<file path="config.mk">
export PLATFORM = sky130hd
export DESIGN_NAME = mmu_refill
export DESIGN_NICKNAME = d
export VERILOG_FILES = /design/src/rtl/mmu_pkg.sv /design/src/rtl/mmu_refill_wdog.sv /design/src/rtl/mmu_refill.sv
export SDC_FILE = /design/constraint.sdc
export NUM_CORES = 1
export LEC_CHECK = 0
export BUFFER_PORTS_ARGS = -buffer_cell sky130_fd_sc_hd__buf_2
export CORE_MARGIN = 2
export CORE_UTILIZATION = 53
export CTS_CLUSTER_DIAMETER = 100
export DETAILED_ROUTE_END_ITERATION = 12
export PLACE_DENSITY = 0.86
export SYNTH_ARGS = -nofsm -noshare
export SYNTH_HDL_FRONTEND = slang
export SYNTH_SLANG_ARGS = --single-unit
</file>
<file path="constraint.sdc">
create_clock -name clk -period 7.3 [get_ports clk]
set_clock_uncertainty 0.15 [all_clocks]
set_input_delay 1.46 -clock clk [delete_from_list [all_inputs] [get_ports clk]]
set_output_delay 1.46 -clock clk [all_outputs]
set_load 0.005 [all_outputs]
</file>
<file path="src/rtl/mmu_pkg.sv">
// mmu_pkg: shared refill FSM states, trap causes and mmu register bit positions
package mmu_pkg;
    typedef enum logic [2:0] {
        S_IDLE,
        S_RD,
        S_WR_FAULT,
        S_WR_ENTRY,
        S_DONE,
        S_TRAP
    } state_t;
    localparam logic [1:0] CAUSE_MISS = 2'd0;
    localparam logic [1:0] CAUSE_PROT = 2'd1;
    localparam logic [1:0] CAUSE_BUS  = 2'd2;
    localparam int VIRT_SEL  = 0;
    localparam int VALID     = 1;
    localparam int WRITEABLE = 2;
    localparam int SUP       = 2;
    localparam int INS       = 3;
endpackage

</file>
<file path="src/rtl/mmu_refill_wdog.sv">
// mmu_refill_wdog: counts table-read cycles without ack and flags a bus timeout at TIMEOUT
module mmu_refill_wdog #(
    parameter int TIMEOUT = 255
) (
    input  logic clk,
    input  logic reset,
    input  logic i_run,
    input  logic i_ack,
    output logic o_expired
);
    localparam int CW = $clog2(TIMEOUT + 1);
    logic [CW-1:0] r_cnt;
    assign o_expired = r_cnt == CW'(TIMEOUT);
    always_ff @(posedge clk) begin
        if (reset || !i_run)
            r_cnt <= '0;
        else if (!i_ack && !o_expired)
            r_cnt <= r_cnt + 1'b1;
    end
endmodule

</file>
<file path="src/rtl/mmu_refill.sv">
// mmu_refill: hardware refill sequencer feeding the mmu register port with optional bus watchdog
module mmu_refill
  import mmu_pkg::*;
#(
  parameter int RV = 16,
  parameter int PA = RV,
  parameter int VA = RV,
  parameter int NMMU = 8,
  parameter int TIMEOUT = 255,
  localparam int IW = $clog2(NMMU)
) (
  input  logic          clk,
  input  logic          reset,
  input  logic          refill_en,
  input  logic          miss,
  input  logic          prot,
  input  logic [IW-1:0] f_vpn,
  input  logic          f_ins,
  input  logic          f_sup,
  input  logic [RV-1:0] ptbr_u,
  input  logic [RV-1:0] ptbr_s,
  output logic          mem_req,
  output logic [RV-1:0] mem_addr,
  input  logic          mem_ack,
  input  logic [RV-1:0] mem_rdata,
  output logic          mmu_reg_write,
  output logic [RV-1:0] mmu_reg_data,
  output logic          stall,
  output logic          retry,
  output logic          trap,
  output logic [1:0]    trap_cause
);
  localparam int UNTOUCHED = VA - IW;
  state_t        state, next;
  logic [IW-1:0] vpn;
  logic          ins, sup, ftype, ok;
  logic [1:0]    cause;
  logic [PA-1:0] addr;
  logic [RV-1:0] entry, sum, fault;
  logic          expired, ack, take;
  assign take     = state == S_IDLE && (miss || prot);
  assign sum      = (f_sup ? ptbr_s : ptbr_u) + RV'({f_ins, f_vpn, 1'b0});
  assign ack      = mem_ack && !expired;
  assign mem_addr = RV'(addr);
`ifdef MMU_REFILL_TIMEOUT_EN
  mmu_refill_wdog #(.TIMEOUT(TIMEOUT)) u_wdog (
    .clk       (clk),
    .reset     (reset),
    .i_run     (state == S_RD),
    .i_ack     (mem_ack),
    .o_expired (expired)
  );
`else
  assign expired = 1'b0;
`endif
  always_comb begin
    fault = '0;
    fault[UNTOUCHED +: IW] = vpn;
    fault[INS] = ins;
    fault[SUP] = sup;
    fault[VALID] = ftype;
  end
  always_ff @(posedge clk) begin
    if (reset) begin
      state <= S_IDLE;
      vpn   <= '0;
      ins   <= 1'b0;
      sup   <= 1'b0;
      ftype <= 1'b0;
      ok    <= 1'b0;
      cause <= CAUSE_MISS;
      addr  <= '0;
      entry <= '0;
    end else begin
      state <= next;
      if (take) begin
        vpn   <= f_vpn;
        ins   <= f_ins;
        sup   <= f_sup;
        ftype <= miss;
        ok    <= 1'b0;
        cause <= miss ? CAUSE_MISS : CAUSE_PROT;
        if (miss && refill_en)
          addr <= sum[PA-1:0];
      end
      if (state == S_RD && ack) begin
        entry <= mem_rdata | (RV'(1) << VIRT_SEL);
        ok    <= mem_rdata[VALID];
      end
      if (state == S_RD && expired)
        cause <= CAUSE_BUS;
    end
  end
  always_comb begin
    next          = state;
    mem_req       = 1'b0;
    mmu_reg_write = 1'b0;
    mmu_reg_data  = '0;
    retry         = 1'b0;
    trap          = 1'b0;
    stall         = state != S_IDLE || miss || prot;
    case (state)
      S_IDLE: next = miss ? (refill_en ? S_RD : S_WR_FAULT) : prot ? S_WR_FAULT : S_IDLE;
      S_RD: begin
        mem_req = !expired;
        if (ack || expired)
          next = S_WR_FAULT;
      end
      S_WR_FAULT: begin
        mmu_reg_write = 1'b1;
        mmu_reg_data  = fault;
        next          = ok ? S_WR_ENTRY : S_TRAP;
      end
      S_WR_ENTRY: begin
        mmu_reg_write = 1'b1;
        mmu_reg_data  = entry;
        next          = S_DONE;
      end
      S_DONE: begin
        retry = 1'b1;
        next  = S_IDLE;
      end
      S_TRAP: begin
        trap = 1'b1;
        next = S_IDLE;
      end
      default: next = S_IDLE;
    endcase
    trap_cause = trap ? cause : 2'd0;
  end
endmodule

</file>
==> impl_results.md, run 1 <==
* Fmax at 0.252 GHz
* Vias in the first global route at 2375
* Yosys reg bits at 43
* Die width at 73.4 um
* Main synth FF type: dfxtp_1
* Leakage power at 0.00142 uW
* Final period util at 54.3%
* Total GRT Usage at 24.1%
* Setup Total Neg Slack at 0 ps
* Run status: completed
* Layout cells sized above 1 at 31.1%
* FFs w/ async S/R, synth at 0%
* Die ar. at 5390 um^2
* Number of inserted diodes at 0
* Vias per Instance at 5.75
* Yosys cell types at 63
* Syn_nets at 370
* CP Buf/Inv Count at 2
* Final cell count without fillers at 443
* Placed Instances at 435
* HP Class: reg2reg
* Worst-Skew Late Latency at 290 ps
* P per Cell Area at 198 nW/um^2
* DIE HEIGHT at 73.4 um
* Port Buf Inserts at 95
* Post-route DRC at 0
* Post-route ant nets at 0
* Postcts setup bufs at 0
* Starting Density at 54.5%
* Top cell family by delay on the critical path: compound AO/OA/AOI/OAI gates
* Mapped Area at 2560 um^2
* CTS tree: built
* Cells after Synth at 306
* Critical Path Start: f_sup
* Max-slew headroom at 45.2%
* Max Fanout on Critical Path at 29
* Area growth from synthesis to layout at 20.5%
* Crit path arrival time at 3980 ps
* Final GP Congestion at 0.882
* RSZ-0062 raised after global routing: no
* Post-layout util at 65.7%
* Seq/Total Area, Yosys at 33.7%
* Hold Path Origin: entry[6]
* Max cap viols at 0
* Critical path required time at 7320 ps
* Peak supply drop at 0.0959 mV
* Clk buf depth at 2
* Reg2Reg Setup Slack at 4850 ps
* Post-CTS Hold Fix Bufs at 0
* Post-synth EDFFs at 0
* # fillers at 405
* Layout Nets at 452
* Pre-antenna DRT Iters at 4
* Global route overflow at 0
* Dpl hpwl at 4850 um
* Final setup fails at 0
* Crit path largest cell delay at 540 ps
* Iter 0 DRT Violations at 176
* Worst Tran Pin Value at 820 ps
* Largest net degree at the start of global routing at 43
* Antenna violations before repair at 0
* Num rows at 25
* TritonCTS buffer count at 5
* Root Buffer: clkbuf_8
* Reg2reg start: state[0]
* Slew Limit Fails at 0
* Mean Syn Cell Area at 8.35 um^2
* Global-route wire length before repair at 10400 um
* Fin crit period at 3960 ps
* Synth warn at 0
* Crit. End Element: register
* Routed vias at 2547
* Mean routed wirelength per cell at 14.4 um
* Core Area at 4690 um^2
* PostCTS Resize Cnt at 0
* # H-tree levels at 2
* CP max stage cell: or4_1
* Number of top-level pins at 98
* Num Clock Sinks at 43
* CP Cell Sequence: buf_2 > mux2i_1 > inv_1 > ha_1 > a211o_1 > a21oi_2 > nor4_1 > or4_1
* CP Launch Type: primary input
* CP Class: in2reg
* Final Hold Fails at 0
* Final wirelength at 6380 um
* Reg clk slew, reported paths at 90 ps
[synth_stat cells, drive strengths merged (4+ instances only)]
cell | instances | share of area [%]
clkbuf | 11 | 1.7
mux2i | 17 | 6.7
nand3 | 15 | 3.1
a21oi | 28 | 5.8
nand3b | 5 | 2.0
nand4b | 4 | 2.0
and3 | 12 | 2.9
o21ai | 6 | 1.2
nand2 | 54 | 8.2
nor4 | 8 | 2.0
buf | 9 | 2.7
mux2 | 5 | 2.2
ha | 4 | 2.0
and2 | 4 | 0.98
nor2 | 19 | 3.7
a21o | 4 | 1.2
a211oi | 6 | 1.8
inv | 6 | 0.88
dfxtp | 43 | 34
[final timing paths]
kind,end,cells past startpoint
min reg2reg,entry[6],2
max,mem_addr[10],8
min,entry[6],2
max reg2reg,mem_addr[10],4
[per-stage QoR]
| step | instance area (um^2) | setup WS, ps | hold slack [ps] | power, uW |
|---|---|---|---|---|
| floorplan | 2560 | 3310 | 282 | 407 |
| global placement | 2990 | 3060 | 287 | 455 |
| detailed placement | 2990 | 3010 | 292 | 459 |
| CTS | 3080 | 3320 | 305 | 613 |
| global route | 3080 | 3170 | 328 | 649 |
| finish | 3080 | 3340 | 303 | 609 |
[state kept, by name, summed over array words and instances, names as in the netlist]
name,cells
vpn,3
state,3
sup,1
cause,1
mem_addr,16
ftype,1
entry,16
ins,1
ok,1
[area by class of cell]
| class | instances | area [um^2] | share of cell area [%] |
|---|---|---|---|
| multi-input cells | 237 | 1560 | 50.7 |
| flip-flops and latches | 43 | 861 | 27.9 |
| repair buffers | 95 | 475 | 15.4 |
| well taps | 54 | 67.6 | 2.19 |
| inverters | 6 | 22.5 | 0.731 |
| clock inverters | 3 | 23.8 | 0.772 |
| clock buffers | 5 | 68.8 | 2.23 |
[per-layer routing]
layer  vias to the layer above  track usage [%]  part of all wire (%)
met5                         -                0                     0
met1                      1167             30.7                    44
met3                         6             4.66                   6.3
met4                         0             8.69                   1.4
met2                        95             40.4                    48
li1                       1279                -                     -
[cells by family after synthesis]
logic type / share of synthesized area, %
AO/OA/AOI/OAI: 19.3
AND/OR/NAND/NOR: 29.4
multiplexers: 8.86
other: 0.147
XOR/XNOR: 0.685
buffers and inverters: 5.24
adder cells (fa/ha/maj): 2.74
flip-flops: 33.7
[where the power goes]
part	switching (uW)	internal (uW)	leakage (uW)
sequential	22.5	258	0.000351
clock	85.4	68.4	0.0000408
combinational	102	72.2	0.00103
[tightest hold or removal path, stage by stage, from the launching register on]
cell     delay, ps
dfxtp_1        310
nand2_1         50
a21oi_1         50
[cell usage in the layout (no fill, tap or decap), types with 2 or more instances in the layout]
cell	instances
a21oi_1	26
dfxtp_1	43
nor4_1	8
xor2_1	2
a21o_1	4
clkbuf_8	5
nand4_1	3
nand2_1	53
a211o_1	2
clkinvlp_4	2
o31ai_1	2
o21a_1	3
and3_1	12
inv_1	6
mux2_2	5
mux2i_1	17
nor2b_1	2
o21ai_1	2
and4_1	2
a211oi_1	6
a21oi_2	2
nand3_1	14
o21ai_0	4
nand4b_1	3
a221oi_1	2
nand2b_1	3
and2_1	4
buf_2	95
nor2_1	17
nand3b_1	4
a2111oi_0	2
ha_1	4
No activity file was read; power rests on OpenSTA's default activity.
==> run 2: changes to the inputs <==
--- a/config.mk
+++ b/config.mk
@@ -5,12 +5,13 @@
 export SDC_FILE = /design/constraint.sdc
 export NUM_CORES = 1
 export LEC_CHECK = 0
+export ABC_AREA = 1
 export BUFFER_PORTS_ARGS = -buffer_cell sky130_fd_sc_hd__buf_2
 export CORE_MARGIN = 2
-export CORE_UTILIZATION = 53
+export CORE_UTILIZATION = 49
 export CTS_CLUSTER_DIAMETER = 100
 export DETAILED_ROUTE_END_ITERATION = 12
-export PLACE_DENSITY = 0.86
+export PLACE_DENSITY = 0.81
 export SYNTH_ARGS = -nofsm -noshare
 export SYNTH_HDL_FRONTEND = slang
 export SYNTH_SLANG_ARGS = --single-unit
==> constraint.sdc (replaced) <==
create_clock -name clk -period 4 [get_ports clk]
set_clock_uncertainty 0.15 [all_clocks]
set_input_delay 0.8 -clock clk [delete_from_list [all_inputs] [get_ports clk]]
set_output_delay 0.8 -clock clk [all_outputs]
set_load 0.005 [all_outputs]
==> run 2 against run 1 <==
Clock power rose by 93%; setup slack worse by 2100 ps; flip-flop and latch count stayed put; die area up 4.2%; design area shrank 1.8%; highest routed layer unchanged; sequential share of layout area grew 0.52 points; critical path depth is 5 higher.
==> impl_results.md, run 2 <==
* Post-route cell area at 3020 um^2
* Mean routed wirelength per cell at 10.7 um
* Area growth from synthesis to layout at 22.5%
* RSZ-0062 raised after global routing: no
* Vias per Instance at 4.69
* Leakage power at 0.00159 uW
* Peak supply drop at 0.128 mV
* Layout cells sized above 1 at 26.3%
* Post-route DRC at 0
* Yosys reg bits at 43
* Slew Limit Fails at 0
* Max Fanout on Critical Path at 20
* DR top layer: met4
* Iter 0 DRT Violations at 108
* DIE HEIGHT at 75.0 um
* Seq/Total Area, Yosys at 34.9%
* Layout Nets at 519
* Mapped Area at 2470 um^2
* Final setup fails at 0
* Clk buf depth at 2
* Worst-Skew Late Latency at 290 ps
* Hold Slack at 314 ps
* Mean Syn Cell Area at 6.69 um^2
* Global route overflow at 0
* Final GP Congestion at 0.908
* CP Launch Type: primary input
* Multi-input logic area at 1230 um^2
* TritonCTS buffer count at 5
* Die width at 75.0 um
* Reg2reg start: state[2]
* Synth top cells by count: nand2_1 (89), inv_1 (68), dfxtp_1 (43), nor2_1 (42), a211oi_1 (21)
* Root Buffer: clkbuf_8
* FFs w/ async S/R, synth at 0%
* DR WL met2 at 2410 um
* Hold Path Origin: entry[0]
* Postcts setup bufs at 0
* CP max stage cell: fa_1
* Global-route wire length before repair at 9110 um
* CTS tree: built
* Critical Path Start: f_sup
* Crit path arrival time at 2850 ps
* Ranking of synthesized cells by area: dfxtp_1 (35%), nand2_1 (14%), inv_1 (10%)
* Cells after Synth at 369
* Reg area at 861 um^2
* Number of top-level pins at 98
* Starting Density at 51.6%
* Main synth FF type: dfxtp_1
* Met3 routed WL at 394 um
* Most common cell after layout, fill and taps aside: buf_2
* Max-slew headroom at 45.0%
* Final wirelength at 5580 um
* HP Class: reg2reg
* Num Clock Sinks at 43
* Core Area at 4790 um^2
* Crit path largest cell delay at 470 ps
* P per Cell Area at 357 nW/um^2
* PnR worst setup slack at 1190 ps
* Setup Total Neg Slack at 0 ps
* Pre-CTS setup slack at 885 ps
* Vias in the first global route at 2171
* Total GRT Usage at 20.6%
* Reg clk slew, reported paths at 80 ps
* Port Buf Inserts at 95
* CP Buf/Inv Count at 3
* Dpl hpwl at 4240 um
* Worst Tran Pin Value at 823 ps
* # fillers at 468
* Most frequent cell after synthesis: nand2_1
* Fin crit period at 2810 ps
* Syn_nets at 433
* Number of inserted diodes at 0
* Routed vias at 2453
* Num rows at 25
* # H-tree levels at 2
* Synth top area share at 34.9%
* Post-CTS Hold Fix Bufs at 0
* Run status: completed
* Final Hold Fails at 0
* Commonest cells after routing, fill and taps aside: buf_2 (95), nand2_1 (89), inv_1 (68)
* Post-synth top area cell: dfxtp_1
* Post-route ant nets at 0
* CP Cell Sequence: buf_2 > inv_2 > or2_2 > o21ai_0 > fa_1 > nor2_1 > nor2_1 > nor2_4 > nand2_1 > o21bai_1 > nand3_1 > nand2_1 > inv_1
* Crit. End Element: register
* Largest net degree at the start of global routing at 44
* Die ar. at 5620 um^2
* Final period util at 70.2%
* DP Area at 2920 um^2
* Fmax at 0.356 GHz
* PostCTS Resize Cnt at 0
* CP Class: in2reg
* Synth warn at 0
* Yosys cell types at 36
* Pre-antenna DRT Iters at 4
* Critical path required time at 4040 ps
* Top cell family by delay on the critical path: simple AND/OR/NAND/NOR gates
* Post-synth EDFFs at 0
* Antenna violations before repair at 0
* Metal-1 WL at 2730 um
* Max cap viols at 0
-- run 2: cell types whose count changed after synthesis, moves of 8 or more --
| cell | before | now |
|---|---|---|
| nand2_1 | 53 | 89 |
| nor2_1 | 17 | 42 |
| mux2i_1 | 17 | 0 |
| inv_1 | 6 | 68 |
| and3_1 | 12 | 0 |
| a21oi_1 | 26 | 17 |
| a211oi_1 | 6 | 21 |
| nor4_1 | 8 | 0 |
-- run 2: power by group --
part / switching [uW] / internal (uW) / total, uW
clock: 139 / 158 / 297
sequential: 20.1 / 476 / 496
combinational: 175 / 111 / 287
total: 335 / 744 / 1080
-- run 2: worst paths after layout --
kind	endpoint	slack [ps]	cells after the start
worst max-delay path	mem_addr[13]	1190	13
worst min-delay path	entry[0]	310	2
worst max register to register	entry[10]	2030	6
worst min register to register	entry[0]	310	2
-- run 2: routing by layer --
layer  track usage (%)  vias to the layer above
met1              27.1                     1039
met5                 0                        -
met3              4.15                        4
li1                  -                     1323
met4              6.35                        0
met2              34.2                       87
-- run 2: metrics by stage --
| stage | instances | util (%) | total power [uW] |
|---|---|---|---|
| after global routing | 523 | 63.2 | 1150 |
| after global placement | 515 | 61.1 | 783 |
| after floorplan | 369 | - | 709 |
| after CTS | 523 | 63.2 | 1090 |
| final | 523 | 63.2 | 1080 |
| after detailed placement | 515 | 61.1 | 792 |
-- run 2: logic make-up after synthesis --
group	count (synthesis)	share of synthesized area, %
AND/OR/NAND/NOR	166	29.1
other	1	0.152
AO/OA/AOI/OAI	60	15.8
flip-flops	43	34.9
XOR/XNOR	5	1.77
buffers and inverters	89	15.4
adder cells (fa/ha/maj)	5	2.84
-- run 2: worst reg2reg max path, cell delays in order (launching register included) --
cell	delay, ps
dfxtp_1	480
inv_1	130
nand3_1	130
nor2_1	70
inv_1	600
nor2_1	80
a211oi_1	230
-- run 2: area by class of cell --
| class | instances | area share (%) |
|---|---|---|
| clock buffers | 8 | 3.31 |
| inverters | 73 | 9.14 |
| multi-input cells | 237 | 40.6 |
| flip-flops and latches | 43 | 28.5 |
| well taps | 67 | 2.77 |
| repair buffers | 95 | 15.7 |
==> run 3: changes to the inputs <==
==> constraint.sdc (replaced) <==
create_clock -name clk -period 2.65 [get_ports clk]
set_clock_uncertainty 0.15 [all_clocks]
set_input_delay 0.53 -clock clk [delete_from_list [all_inputs] [get_ports clk]]
set_output_delay 0.53 -clock clk [all_outputs]
set_load 0.005 [all_outputs]
==> run 3 against run 2 <==
Utilization down 0.10 points; count of clock-buffer cells in the layout is 2 lower; wire length decreased by 0.23%; critical path depth decreased by 9; global-route usage is 0.32 points lower; clock power is 27% higher; combinational power is 53% higher; cell count is 0.19% higher; setup slack worse by 1000 ps; register-to-register slack lost 1100 ps; critical path type is now reg2out; highest routed layer unchanged.
==> impl_results.md, run 3 (synthesis results as in run 2) <==
* Final setup fails at 0
* Die ar. at 5620 um^2
* HP Class: reg2reg
* Max cap viols at 0
* Fmax at 0.405 GHz
* Routed vias at 2501
* Hold Path End: cause[0]
* Mean routed wirelength per cell at 10.6 um
* Port Buf Inserts at 95
* Pre-antenna DRT Iters at 4
* Worst Tran Pin Value at 798 ps
* Slew Limit Fails at 0
* P per Cell Area at 518 nW/um^2
* CP Launch Type: register
* Final period util at 93.1%
* Num rows at 25
* Hold Path Origin: cause[0]
* Max-slew headroom at 46.8%
* Worst-Skew Late Latency at 280 ps
* DIE HEIGHT at 75.0 um
* Top cell family by delay on the critical path: simple AND/OR/NAND/NOR gates
* Final Hold Fails at 0
* TritonCTS buffer count at 5
* Number of inserted diodes at 0
* Commonest cells after routing, fill and taps aside: buf_2 (95), nand2_1 (89), inv_1 (68)
* Dpl hpwl at 4310 um
* Area growth from synthesis to layout at 22.3%
* Reg2reg start: state[0]
* Final wirelength at 5570 um
* Worst Hold Path Cells at 2
* Peak supply drop at 0.244 mV
* CP max stage cell: nand3_1
* Global-route wire length before repair at 8850 um
* Run status: completed
* Reg2Reg Setup Slack at 900 ps
* Final GP Congestion at 0.881
* Reg clk slew, reported paths at 80 ps
* Root Buffer: clkbuf_8
* Most common cell after layout, fill and taps aside: buf_2
* PostCTS Resize Cnt at 0
* Crit path arrival time at 1790 ps
* RSZ-0062 raised after global routing: no
* Post-route ant nets at 0
* Vias in the first global route at 2075
* Total GRT Usage at 20.3%
* Die width at 75.0 um
* # fillers at 459
* Postcts setup bufs at 0
* Multi-input logic area at 1230 um^2
* # H-tree levels at 2
* Post-route DRC at 0
* Crit. End Element: output port
* Setup Total Neg Slack at 0 ps
* Critical path required time at 1970 ps
* CP Class: reg2out
* Worst r2r path cells at 9
* R2R Path End: mem_addr[4]
* Core Area at 4790 um^2
* Placed Instances at 518
* Max Fanout on Critical Path at 16
* Starting Density at 51.6%
* CTS tree: built
* Antenna violations before repair at 0
* CP Cell Sequence: inv_1 > nand3_1 > o22ai_1 > buf_2
* Number of top-level pins at 98
* CP Buf/Inv Count at 2
* Layout Nets at 522
* Layout cells sized above 1 at 26.5%
* Reg area at 861 um^2
* Global route overflow at 0
* Largest net degree at the start of global routing at 44
* Num Clock Sinks at 43
* Crit path largest cell delay at 430 ps
* Post-layout util at 63.1%
* Clk buf depth at 2
* Fin crit period at 2470 ps
* Leakage power at 0.00159 uW
* Final cell count without fillers at 524
* Iter 0 DRT Violations at 114
* Vias per Instance at 4.77
* Post-CTS Hold Fix Bufs at 0
## run 3: cell types whose count changed in the layout (fill, tap and decap cells not counted)
cell | before | now
clkbuf_8 | 7 | 5
buf_4 | 0 | 3
## run 3: layer usage
layer / global-route usage, % / share of wire, % / wire (um)
met5: 0 / 0 / 0
met1: 27.1 / 48 / 2650
met3: 4.82 / 7.6 / 426
met2: 32.8 / 44 / 2430
met4: 5.95 / 1.1 / 62
## run 3: stage by stage
| step | total power [uW] | setup slack, ps | hold slack, ps | area (um^2) |
|---|---|---|---|---|
| after floorplan | 1070 | 259 | 286 | 2470 |
| after global placement | 1190 | 144 | 296 | 2950 |
| after detailed placement | 1200 | 106 | 306 | 2950 |
| after CTS | 1580 | 190 | 318 | 3020 |
| after global routing | 1670 | 48.9 | 333 | 3020 |
| final | 1570 | 183 | 313 | 3020 |
## run 3: layout make-up
type,instances,area share (%)
multi-input cells,237,40.7
flip-flops and latches,43,28.5
repair buffers,98,16.5
inverters,73,9.16
well taps,67,2.78
clock buffers,6,2.40
## run 3: worst max path at each step
stage          startpoint               to  cells after the start
2_1_floorplan       f_sup     mem_addr[13]                     15
3_3_place_gp        f_sup     mem_addr[13]                     15
3_5_place_dp        f_sup     mem_addr[13]                     13
4_1_cts          state[2]  mmu_reg_data[1]                      4
5_1_grt          state[2]  mmu_reg_data[1]                      4
6_report         state[2]  mmu_reg_data[1]                      4
## run 3: tightest hold or removal path: stages, from the launching register on
cell and delay (ps):
dfxtp_1 310, nand2_1 60, a21oi_1 50
## run 3: power breakdown
part	switching, uW	total, uW	internal (uW)
Combinational	267	439	172
Sequential	29.8	748	718
Clock	203	378	176
Total	500	1570	1070
